`src/rtl/lcd_reader.sv`:
```
// rtl/lcd_reader.sv - HD44780 read-cycle engine with optional busy-flag polling.
// Defining LCD_READER_TIMEOUT_EN bounds a poll to TIMEOUT busy reads.
module lcd_reader #(
  parameter int T_AS = 3,
  parameter int T_EH = 23,
  parameter int T_EL = 25
`ifdef LCD_READER_TIMEOUT_EN
  ,
  parameter int TIMEOUT = 1000
`endif
) (
  input  logic       i_clk,
  input  logic       i_rst,
  input  logic       i_req,
  input  logic       i_rs,
  input  logic       i_poll,
  input  logic [7:0] i_lcd_data,
  output logic       o_E,
  output logic       o_RS,
  output logic       o_RW,
  output logic       o_drive_n,
  output logic       o_busy,
  output logic       o_valid,
  output logic [7:0] o_rdata,
  output logic       o_bf,
  output logic       o_timeout
);

  localparam int T_MAX = (T_AS > T_EH) ? ((T_AS > T_EL) ? T_AS : T_EL)
                                       : ((T_EH > T_EL) ? T_EH : T_EL);
  localparam int CW = $clog2(T_MAX + 1);

  typedef enum logic [1:0] {IDLE, SETUP, EHIGH, EHOLD} state_t;

  state_t        state, state_nx;
  logic [CW-1:0] cnt;
  logic          rs_q, poll_q;
  logic          accept, setup_done, ehigh_done, ehold_done;
  logic          to_hit, repoll, finish;

  assign accept     = (state == IDLE) && i_req;
  assign setup_done = (state == SETUP) && (cnt == CW'(T_AS - 1));
  assign ehigh_done = (state == EHIGH) && (cnt == CW'(T_EH - 1));
  assign ehold_done = (state == EHOLD) && (cnt == CW'(T_EL - 1));
  // Another SETUP only while polling, the controller is still busy and the budget is not spent.
  assign repoll     = ehold_done && poll_q && o_rdata[7] && !to_hit;
  assign finish     = ehold_done && !repoll;

`ifdef LCD_READER_TIMEOUT_EN
  localparam int PW = $clog2(TIMEOUT + 1);
  logic [PW-1:0] poll_cnt;
  logic          timeout_q;

  assign to_hit    = (poll_cnt == PW'(TIMEOUT - 1));
  assign o_timeout = timeout_q;

  always_ff @(posedge i_clk) begin
    if (i_rst) begin
      poll_cnt  <= '0;
      timeout_q <= 1'b0;
    end else if (accept) begin
      poll_cnt  <= '0;
      timeout_q <= 1'b0;
    end else begin
      if (repoll && poll_cnt != {PW{1'b1}})
        poll_cnt <= poll_cnt + 1'b1;
      if (finish)
        timeout_q <= poll_q && o_rdata[7] && to_hit;
    end
  end
`else
  assign to_hit    = 1'b0;
  assign o_timeout = 1'b0;
`endif

  always_ff @(posedge i_clk) begin
    if (i_rst) state <= IDLE;
    else       state <= state_nx;
  end

  always_comb begin
    state_nx = state;
    case (state)
      IDLE:    if (i_req)      state_nx = SETUP;
      SETUP:   if (setup_done) state_nx = EHIGH;
      EHIGH:   if (ehigh_done) state_nx = EHOLD;
      EHOLD: begin
        if (finish)      state_nx = IDLE;
        else if (repoll) state_nx = SETUP;
      end
      default:         state_nx = IDLE;
    endcase
  end

  always_comb begin
    o_E    = 1'b0;
    o_RS   = 1'b0;
    o_RW   = 1'b0;
    o_busy = 1'b0;
    if (state != IDLE) begin
      o_RS   = rs_q;
      o_RW   = 1'b1;
      o_busy = 1'b1;
    end
    if (state == EHIGH) o_E = 1'b1;
  end

  assign o_drive_n = o_RW;

  always_ff @(posedge i_clk) begin
    if (i_rst) begin
      cnt     <= '0;
      rs_q    <= 1'b0;
      poll_q  <= 1'b0;
      o_valid <= 1'b0;
      o_rdata <= 8'h00;
      o_bf    <= 1'b0;
    end else begin
      o_valid <= finish;
      if (state == IDLE || state_nx != state) cnt <= '0;
      else                                    cnt <= cnt + 1'b1;
      if (accept) begin
        rs_q   <= i_rs;
        poll_q <= i_poll & ~i_rs;
      end
      if (ehigh_done) begin
        o_rdata <= i_lcd_data;
        o_bf    <= ~rs_q & i_lcd_data[7];
      end
    end
  end

endmodule

```
`config.mk`:
```
export PLATFORM = sky130hd
export DESIGN_NAME = lcd_reader
export DESIGN_NICKNAME = d
export VERILOG_FILES = /design/src/rtl/lcd_reader.sv
export SDC_FILE = /design/constraint.sdc
export NUM_CORES = 1
export LEC_CHECK = 0
export ABC_CLOCK_PERIOD_IN_PS = 1400
export CAP_MARGIN = 20
export CORE_MARGIN = 10
export CORE_UTILIZATION = 30
export DETAILED_ROUTE_END_ITERATION = 7
export SLEW_MARGIN = 20
export SYNTH_ARGS = -nofsm -noshare
export SYNTH_HDL_FRONTEND = slang
export SYNTH_SLANG_ARGS = --single-unit
```
`constraint.sdc`:
```
create_clock -name i_clk -period 1.4 [get_ports i_clk]
set_input_delay 0.28 -clock i_clk [delete_from_list [all_inputs] [get_ports i_clk]]
set_output_delay 0.28 -clock i_clk [all_outputs]
set_load 0.05 [all_outputs]
```
# ---- Word level (Yosys, flattened, before mapping)
# Cells that the tools add are included.
dict set report word_totals {
  regBits 19
  in_bits 13
  out_inout_bits 16
  elab_cells 40
}
dict set report op_classes {
  n_addsub 1
  eq_ne 7
  mux 9
  bitwise_logic 4
  reduce_logical 12
}
# operator count
set ops {}
lappend ops {{$eq A5 B5 Y1 const B} 2}
lappend ops {{$mux W2} 5}
lappend ops {{$pmux W2 S4} 1}
lappend ops {{$logic_and A1 B1 Y1} 7}
lappend ops {{$add A5 B1 Y5 const B} 1}
lappend ops {{$eq A5 B2 Y1 const B} 1}
lappend ops {{$eq A2 B2 Y1 const B} 2}
lappend ops {{$mux W1} 3}
lappend ops {{$and A1 B1 Y1} 2}
lappend ops {{$eq A2 B1 Y1 const B} 1}
lappend ops {{$logic_not A2 Y1} 1}
lappend ops {{$ne A2 B2 Y1} 1}
lappend ops {{$not A1 Y1} 2}
lappend ops {{$reduce_bool A2 Y1} 1}
lappend ops {{$reduce_or A2 Y1} 1}
lappend ops {{$logic_not A1 Y1} 1}
lappend ops {{$logic_or A1 B1 Y1} 1}

# ---- Longest topological paths before layout
dict set report depth {
  ltp_word 11
  depth_mapped 7
  mapped_depth_nobuf 5
}

# ---- Worst setup path before layout
# OpenSTA, ideal clock, no wires.
dict set report synth_path {
  kind {register to output}
  from {register state[1]}
  to {output port o_RS}
  arrival_time_ps 1198
  required_ps 1120
  slack_ps -78
  stages_incl_launch_ff 4
  path_buffers 1
  path_cell_list {dfxtp_1 buf_6 or2_2 and2_1}
}
dict set report synth_via {
  elab_chain_cells 2
}
# element line_no
set synth_lines {}
lappend synth_lines {{start: declaration} 35} ;# state_t state, state_nx;
lappend synth_lines {{start signal: assignment} 78} ;# else state <= state_nx;
lappend synth_lines {{$reduce_bool A2 Y1} 100} ;# if (state != IDLE) begin
lappend synth_lines {{$mux W1} 100}
lappend synth_lines {{end: declaration} 19} ;# output logic o_RS,
# No other way between the ends.

# ---- Worst setup path in the final report
dict set report layout_path {
  from {register state[0]}
  to {output port o_RS}
}
# The elaborated chain is that of the path after synthesis.

==> results.ini <==
[detailed_routing]
detail_route.wl_per_cell_um=15.25
antenna_left=0
drtPass1Iterations=4
drtIter0Drc=41
via_per_inst=5.057
drt-total-wl_um=2669
post-route-drc-count=0
vias=885

[placement]
io_buffers=27
dpl_cell_area_mm2=0.001405
dp.cells=166
place.gp.congestion=0.7654
dp_hpwl_um=1978

[logic_synthesis]
synthFlopType=dfxtp_1
synth_cell_types=37
synth_area_leaders=dfxtp_1 41%, nand3_1 5.9%, a21oi_1 5.4%
netlist_area_um2=928.4
synthArstFlopShare_pct=0
seq_area_frac_synth_pct=40.97
synth_edf_count=0
yosys.area.top_type=dfxtp_1
ys_top_cells_by_count=19 x dfxtp_1, 11 x nand3_1, 10 x a21oi_1, 10 x o21ai_0, 5 x buf_2
synthCells=105
synth_top_cell_area_share_pct=40.97
synth_nets=121
synth_seq_cells=19
syn_avg_cell_area_um2=8.842
yosysWarnings=0
post-synth-top-count-cell=dfxtp_1

[global_routing]
grt_max_degree=13
grt_pass1_vias=892
overflow=0
grt_use_total_pct=9.446
grt_pass1_wl_um=4167
antenna_found_initial=0

[critical_path]
path_max_fanout=3
worstPathBufferInverterCount=1
end_kind=output port
cp.depth=3
criticalPathCategory=flop to output port
ff2ff_path_depth=4
timing.critical_path.from_type=flop
required_ps=1120
crit_family=simple AND/OR/NAND/NOR gates
worstPathArrival_ps=1200
cp_slowest_cell=dfxtp_2
slowest_delay_ps=350
path_cells=or2_4, and2_4, buf_8

[sta]
fmax_ghz=0.6734
slew_viol_final=0
final_hold_viol_count=0
hold_slack_ps=482.5
fin_skew_ps=8.830
fin_crit_ps=1485
fin_crit_sh_pct=106.1
rsz0062_at_grt=true
setup_viol=9
fin_ws_ps=-84.99

[run_status]
status=finished, violations left
violations=setup timing

[clock_tree]
cts.htree.levels=1
clock_sinks=19
ctsHoldBuffers=0
cts_max_path_buffers=2
cts_root_buf=clkbuf_4
clk_latency_ps=300
clkTransAtPathRegs_ps=120
numCtsBuffers=3
cts_tree=built

[layout]
multi_input_area_um2=526.8
area_growth_pct=68.87
nets=159
drive_gt1_share_pct=40.85
postLayoutCoreUtil_pct=52.21
antenna-diode-count=0
final_area_mm2=0.001568
fin_cells=175
seq_area_um2=390.4
fillers=272

[floorplan]
die_y_um=75.63
rows=20
boundaryPins=29
dieArea_mm2=0.005720
initial_core_util_pct=30.92
dieWidth_um=75.63
core_mm2=0.003003

[flow_run]
max_cap_viol_count=0

[power_and_ir_drop]
power.density_mw_per_mm2=661.4
leakagePower_nw=0.5894
finalPower_mw=1.037
irDropWorstVdd_mv=0.2741

[worst_hold_path]
min_delay_path_depth=2
hp-class=flop to flop

[layout by cell type (no fill, tap or decap), types with 2 or more instances in the layout]
cell / count
nor3_2: 4
clkdlybuf4s50_1: 12
xor2_1: 2
nand3_1: 11
nor2_1: 2
dfxtp_4: 2
ha_1: 2
clkbuf_4: 3
buf_12: 14
a31oi_1: 2
inv_1: 3
a21oi_1: 9
o21ai_0: 9
dfxtp_2: 2
buf_6: 4
nand2b_1: 2
buf_4: 13
dfxtp_1: 15
[path summary, 6_finish.rpt]
check / startpoint / endpoint / slack [ps]
worst max register to register: state[1] / cnt[0] / -60
worst min register to register: poll_q / poll_q / 480
worst max-delay path: state[0] / o_RS / -80
worst min-delay path: poll_q / poll_q / 480
[metal layers]
metal | vias to the layer above | GRT usage, % | routed length, um
li1 | 447 | - | -
met1 | 418 | 10.34 | 1096
met2 | 18 | 16.62 | 1412
met3 | 2 | 2.083 | 124
met4 | 0 | 4.948 | 36
met5 | - | 0 | 0
[report_power, final]
part,switching [mW],leakage (nW),internal [mW]
logic,0.0905,0.416,0.106
registers,0.00682,0.156,0.546
clock network,0.181,0.0177,0.107
total,0.279,0.589,0.758
[area by class of cell]
class / instances / area share [%]
tap: 33 / 2.634
timing repair buffer: 44 / 35.59
clock inverter: 1 / 0.3192
inverter: 5 / 1.516
sequential: 19 / 24.90
multi-input combinational: 70 / 33.60
clock buffer: 3 / 1.437
[what timing repair did]
| item | in CTS | in global routing |
|---|---|---|
| pin swaps | 4 | 4 |
| endpoints found under the setup margin | 20 | 16 |
| endpoints found under the hold margin | 0 | 0 |
| gates resized for setup | 19 | 10 |
| buffers inserted | 3 | 2 |
[stage by stage]
step / setup TNS [ps] / setup WS (ps)
floorplan: 0 / 1.294
global placement: -18.82 / -18.82
detailed placement: -173.3 / -48.87
CTS: -465.7 / -88.35
global route: -936.5 / -120.3
finish: -528.1 / -84.99
[worst min-delay path: stages, from the launching register on]
cell and delay [ps]:
dfxtp_1 330, nand2b_1 70, a21oi_1 50
[state kept, by name (all words and copies together), names as in the netlist]
| register | cells |
|---|---|
| o_valid | 1 |
| state | 2 |
| rs_q | 1 |
| o_bf | 1 |
| cnt | 5 |
| poll_q | 1 |
| o_rdata | 8 |
[logic make-up after synthesis]
| kind of cell | share of synthesized area (%) |
|---|---|
| buf+inv | 9.297 |
| flops | 40.97 |
| simple gates | 24.53 |
| other cells | 0.4039 |
| mux | 1.078 |
| fa+ha+maj | 4.044 |
| compound gates | 16.85 |
| xor+xnor | 2.831 |
Note: power is estimated with default switching activity, not from simulation.
